$ cat config.mk
export PLATFORM = sky130hd
export DESIGN_NAME = bwt_req_arbiter
export DESIGN_NICKNAME = d
export VERILOG_FILES = /design/src/rtl/bwt_req_arbiter.sv
export SDC_FILE = /design/constraint.sdc
export NUM_CORES = 1
export LEC_CHECK = 0
export CAP_MARGIN = 20
export CORE_MARGIN = 1
export CORE_UTILIZATION = 65
export CTS_BUF_LIST = sky130_fd_sc_hd__clkbuf_4 sky130_fd_sc_hd__clkbuf_8
export CTS_CLUSTER_DIAMETER = 120
export DETAILED_ROUTE_END_ITERATION = 16
export DONT_BUFFER_PORTS = 1
export GPL_TIMING_DRIVEN = 1
export PLACE_DENSITY = 0.88
export SLEW_MARGIN = 20
export SYNTH_ARGS = -nofsm -noshare
export SYNTH_HDL_FRONTEND = slang
export SYNTH_SLANG_ARGS = --single-unit
$ cat constraint.sdc
create_clock -name clk -period 10.53 [get_ports clk]
set_input_delay 2.6325 -clock clk [delete_from_list [all_inputs] [get_ports clk]]
set_output_delay 2.6325 -clock clk [all_outputs]
set_load 0.02 [all_outputs]
$ cat src/rtl/bwt_req_arbiter.sv
// bwt_req_arbiter: two per-pipeline request FIFOs feeding one memory port as round-robin k/l address pairs
module bwt_req_arbiter #(
  parameter int FIFO_DEPTH     = 4,
  parameter int ADDR_W         = 42,
  parameter int READ_NUM_WIDTH = 10
) (
  input  logic                      clk,
  input  logic                      rst,
  input  logic                      f_req_valid,
  input  logic [ADDR_W-1:0]         f_addr_k,
  input  logic [ADDR_W-1:0]         f_addr_l,
  input  logic [READ_NUM_WIDTH-1:0] f_read_num,
  input  logic                      b_req_valid,
  input  logic [ADDR_W-1:0]         b_addr_k,
  input  logic [ADDR_W-1:0]         b_addr_l,
  input  logic [READ_NUM_WIDTH-1:0] b_read_num,
  output logic                      stall_f,
  output logic                      stall_b,
  output logic                      mem_req_valid,
  input  logic                      mem_req_ready,
  output logic [ADDR_W-1:0]         mem_addr,
  output logic [READ_NUM_WIDTH+1:0] mem_tag,
  output logic                      overflow
);
  localparam int AW = $clog2(FIFO_DEPTH);
  typedef enum logic [1:0] {IDLE, ISSUE_K, ISSUE_L} state_t;
  state_t                    state_q;
  logic                      last_q, overflow_q, valid_q;
  logic [ADDR_W-1:0]         addr_q;
  logic [READ_NUM_WIDTH+1:0] tag_q;
  logic [ADDR_W-1:0]         ak_q [2][FIFO_DEPTH];
  logic [ADDR_W-1:0]         al_q [2][FIFO_DEPTH];
  logic [READ_NUM_WIDTH-1:0] rn_q [2][FIFO_DEPTH];
  logic [AW-1:0]             rd_q [2];
  logic [AW-1:0]             wr_q [2];
  logic [AW:0]               cnt_q [2];
  logic [ADDR_W-1:0]         in_k [2];
  logic [ADDR_W-1:0]         in_l [2];
  logic [READ_NUM_WIDTH-1:0] in_rn [2];
  logic [1:0]                vld, push, pop, drop, ne;
  logic                      regrant, pick;
  logic [AW-1:0]             hi;
  assign vld   = {b_req_valid, f_req_valid};
  assign in_k  = '{f_addr_k, b_addr_k};
  assign in_l  = '{f_addr_l, b_addr_l};
  assign in_rn = '{f_read_num, b_read_num};
  always_comb begin
    pop  = '0;
    push = '0;
    drop = '0;
    ne   = '0;
    for (int s = 0; s < 2; s++) begin
      pop[s]  = state_q == ISSUE_L && mem_req_ready && last_q == 1'(s);
      push[s] = vld[s] && (cnt_q[s] != (AW+1)'(FIFO_DEPTH) || pop[s]);
      drop[s] = vld[s] && !push[s];
      ne[s]   = (cnt_q[s] - (AW+1)'(pop[s])) != '0;
    end
  end
  // Emptiness is judged after this cycle's pop; same-cycle pushes are picked up from IDLE.
  assign regrant = state_q == IDLE || (state_q == ISSUE_L && mem_req_ready);
  assign pick    = (ne[0] && ne[1]) ? ~last_q : ne[1];
  assign hi      = rd_q[pick] + AW'(pop[pick]);
  always_ff @(posedge clk) begin
    for (int s = 0; s < 2; s++)
      if (push[s]) begin
        ak_q[s][wr_q[s]] <= in_k[s];
        al_q[s][wr_q[s]] <= in_l[s];
        rn_q[s][wr_q[s]] <= in_rn[s];
      end
  end
  always_ff @(posedge clk or negedge rst) begin
    if (!rst) begin
      state_q    <= IDLE;
      last_q     <= 1'b1;
      overflow_q <= 1'b0;
      valid_q    <= 1'b0;
      addr_q     <= '0;
      tag_q      <= '0;
      for (int s = 0; s < 2; s++) begin
        rd_q[s]  <= '0;
        wr_q[s]  <= '0;
        cnt_q[s] <= '0;
      end
    end else begin
      for (int s = 0; s < 2; s++) begin
        if (push[s]) wr_q[s] <= wr_q[s] + AW'(1);
        if (pop[s]) rd_q[s] <= rd_q[s] + AW'(1);
        cnt_q[s] <= cnt_q[s] + (AW+1)'(push[s]) - (AW+1)'(pop[s]);
      end
      if (|drop) overflow_q <= 1'b1;
      if (regrant && |ne) begin
        state_q <= ISSUE_K;
        valid_q <= 1'b1;
        last_q  <= pick;
        addr_q  <= ak_q[pick][hi];
        tag_q   <= {pick, 1'b0, rn_q[pick][hi]};
      end else if (regrant) begin
        state_q <= IDLE;
        valid_q <= 1'b0;
      end else if (state_q == ISSUE_K && mem_req_ready) begin
        state_q <= ISSUE_L;
        addr_q  <= al_q[last_q][rd_q[last_q]];
        tag_q   <= {last_q, 1'b1, rn_q[last_q][rd_q[last_q]]};
      end
    end
  end
  assign stall_f       = cnt_q[0] >= (AW+1)'(FIFO_DEPTH - 2);
  assign stall_b       = cnt_q[1] >= (AW+1)'(FIFO_DEPTH - 2);
  assign mem_req_valid = valid_q;
  assign mem_addr      = addr_q;
  assign mem_tag       = tag_q;
  assign overflow      = overflow_q;
endmodule
==> summary.md <==
| Metric | Value |
|---|---|
| Outcome | `complete, no violations` |
| Tmin final | `6.77 ns` |
| CTS Buffer Depth | `3` |
| Arrival time worst endpoint | `7.38 ns` |
| Highest clock rate | `0.148 GHz` |
| Dominant cell type by area after synthesis | `edfxtp_1` |
| N_diodes | `0` |
| Layout cell share with drive strength beyond 1 | `0.207` |
| Worst-margin pin slew | `1.12 ns` |
| CP Capture Type | `flop` |
| Hold path start | `cnt_q[3]` |
| # rows | `81` |
| Post-CTS Setup Bufs | `0` |
| CTS root buf | `clkbuf_8` |
| Ys async rst share | `0.0885` |
| Post-route cell area | `35800 sq um` |
| Later-pin clock latency in the skew report | `0.78 ns` |
| Final Max Tran Viols | `0` |
| Total die area | `51000 sq um` |
| Clk sinks | `825` |
| Final WL | `71800 um` |
| CTS resizes | `0` |
| Peak fanout along the critical path | `67` |
| Hpwl dp | `40900 um` |
| Final nets | `1978` |
| Pre-antenna DRT Iters | `7` |
| Largest net degree at the start of global routing | `94` |
| Syn Nets | `1938` |
| Worst-path clk slew | `0.06 ns` |
| Chip width | `226 um` |
| Die Ht | `226 um` |
| Drt first-iter violations | `1909` |
| VDD IR max | `317 uV` |
| Synth Flop Type | `edfxtp_1` |
| Initial Utilization | `0.662` |
| Post-synth top cells | `edfxtp_1 (752), mux2i_1 (145), mux4_2 (128)` |
| Relative slew slack | `0.253` |
| DR vias/cell | `6.63` |
| Via count | `16823` |
| FF-to-FF path depth | `13` |
| Routability Congestion | `0.809` |
| DR DRC count | `0` |
| CTS H-Tree Depth | `4` |
| Top post-synthesis cells by area | `edfxtp_1 (69%), mux4_2 (8.9%), dfrtp_1 (5.5%)` |
| PD cells | `318 nW/um^2` |
| Routed WL per cell | `28.3 um` |
| Post-DP Area | `33100 sq um` |
| Period utilisation layout | `0.643` |
| Register area share after synthesis | `0.750` |
| CTS tree | `yes` |
| All-Layer GR Usage | `0.291` |
| Core ar. | `49200 sq um` |
| Crit Reg-Reg Startpoint | `last_q` |
| Yosys cell types | `41` |
| Hold Path Class | `flop to flop` |
| Number of synthesized flops with an enable pin | `752` |
| Setup CP Type | `input port to flop` |
| Final Setup Violations | `0` |
| CP startpoint kind | `input port` |
| LEAKAGE | `12.0 nW` |
| I/O pin count | `251` |
| Post-layout power | `11.4 mW` |
| Vias in the first global route | `17629` |
| Most common cell in the netlist | `edfxtp_1` |
| Synth warnings | `0` |
| Port buffer count | `0` |
| First-pass GRT wire length | `106000 um` |
| Syn avg cell area | `18.9 sq um` |
| Worst Skew | `0.0246 ns` |
| Synth top area share | `0.694` |
| Yosys reg bits | `825` |
| RSZ-0062 raised after global routing | `false` |
| CTS Buf Count | `130` |
| Hold path depth | `1` |
| TNS Setup | `0 ns` |
| Initial antenna violation count | `0` |
| Area grow syn2layout | `10.0%` |
| Syn Std Cell Area | `32500 sq um` |
| Final hold vios | `0` |
| MaxCap Viol Count | `0` |
| Worst Path Required | `11.14 ns` |
| Total grt overflow | `0` |
| Synth Instances | `1726` |
| Post-CTS Hold Fix Bufs | `0` |
| Worst Setup SP | `mem_req_ready` |
| Antenna Violating Nets Remaining | `0` |
==> cell families after synthesis <==
family / Yosys count / share of synthesized area
simple gates: 183 / 0.0307
fa+ha+maj: 19 / 0.00777
xor+xnor: 10 / 0.00269
buf+inv: 136 / 0.0176
compound gates: 279 / 0.0575
mux: 274 / 0.134
flops: 825 / 0.750
==> worst max-delay path, stage by stage <==
cell      delay [ns]
nand2_1         0.05
nor3_1          0.53
ha_1            0.29
xor2_1          0.30
o21ai_1         0.21
nand2_4         0.64
o22ai_1         0.29
ha_4            1.00
buf_4           0.64
mux4_2          0.40
mux2i_1         0.17
o221ai_1        0.14
==> per-stage QoR <==
| stage | hold WS (ns) | util | setup slack [ns] | cells |
|---|---|---|---|---|
| 5_1_grt | 0.562 | 0.728 | 3.43 | 2537 |
| 2_1_floorplan | 0.478 | - | 4.29 | 1726 |
| 6_report | 0.544 | 0.728 | 3.76 | 2537 |
| 3_3_place_gp | 0.513 | 0.674 | 3.26 | 2297 |
| 3_5_place_dp | 0.519 | 0.674 | 2.95 | 2298 |
| 4_1_cts | 0.540 | 0.728 | 3.77 | 2537 |
==> final timing paths <==
check,endpoint,slack (ns)
max,mem_tag[1],3.76
min,cnt_q[3],0.54
max reg2reg,mem_tag[1],4.09
min reg2reg,cnt_q[3],0.54
max in group asynchronous,last_q,8.73
min in group asynchronous,mem_addr[39],1.54
==> state kept, by name, indices dropped and copies added (netlist names), 2 cells and up <==
signal and cells:
mem_addr 42, wr_q 4, al_q 336, mem_tag 12
ak_q 336, state_q 2, rn_q 80, rd_q 4
cnt_q 6
==> area by class of cell <==
type | instances | area [sq um]
flip-flops and latches | 825 | 24400
fillers | 2703 | 13300
inverters | 23 | 86.3
clock inverters | 44 | 318
well taps | 664 | 831
repair buffers | 21 | 169
multi-input cells | 765 | 7630
clock buffers | 195 | 2350
==> cells in the final DEF, fill, tap and decap left out, types with 23 or more instances in the layout <==
| cell type | count |
|---|---|
| clkbuf_8 | 141 |
| dfrtp_1 | 70 |
| mux4_2 | 128 |
| a21oi_1 | 81 |
| edfxtp_1 | 752 |
| nor2b_1 | 83 |
| a211oi_1 | 120 |
| clkbuf_4 | 54 |
| mux2i_1 | 144 |
| inv_1 | 23 |
| nand3_1 | 41 |
| o221ai_1 | 40 |
| nand2_1 | 37 |
==> report_power, final <==
part	leakage [nW]	switching, mW	internal [mW]
logic	2.78	2.17	1.58
registers	7.76	0.507	4.39
clock network	1.41	1.23	1.49
total	12.0	3.91	7.46
==> per-layer routing <==
layer | GRT usage | vias to the layer above | part of all wire
li1 | - | 7111 | -
met1 | 0.351 | 8620 | 0.36
met2 | 0.480 | 915 | 0.50
met3 | 0.103 | 177 | 0.11
met4 | 0.120 | 0 | 0.033
met5 | 0 | - | 0
No activity file was read; power rests on OpenSTA's default activity.
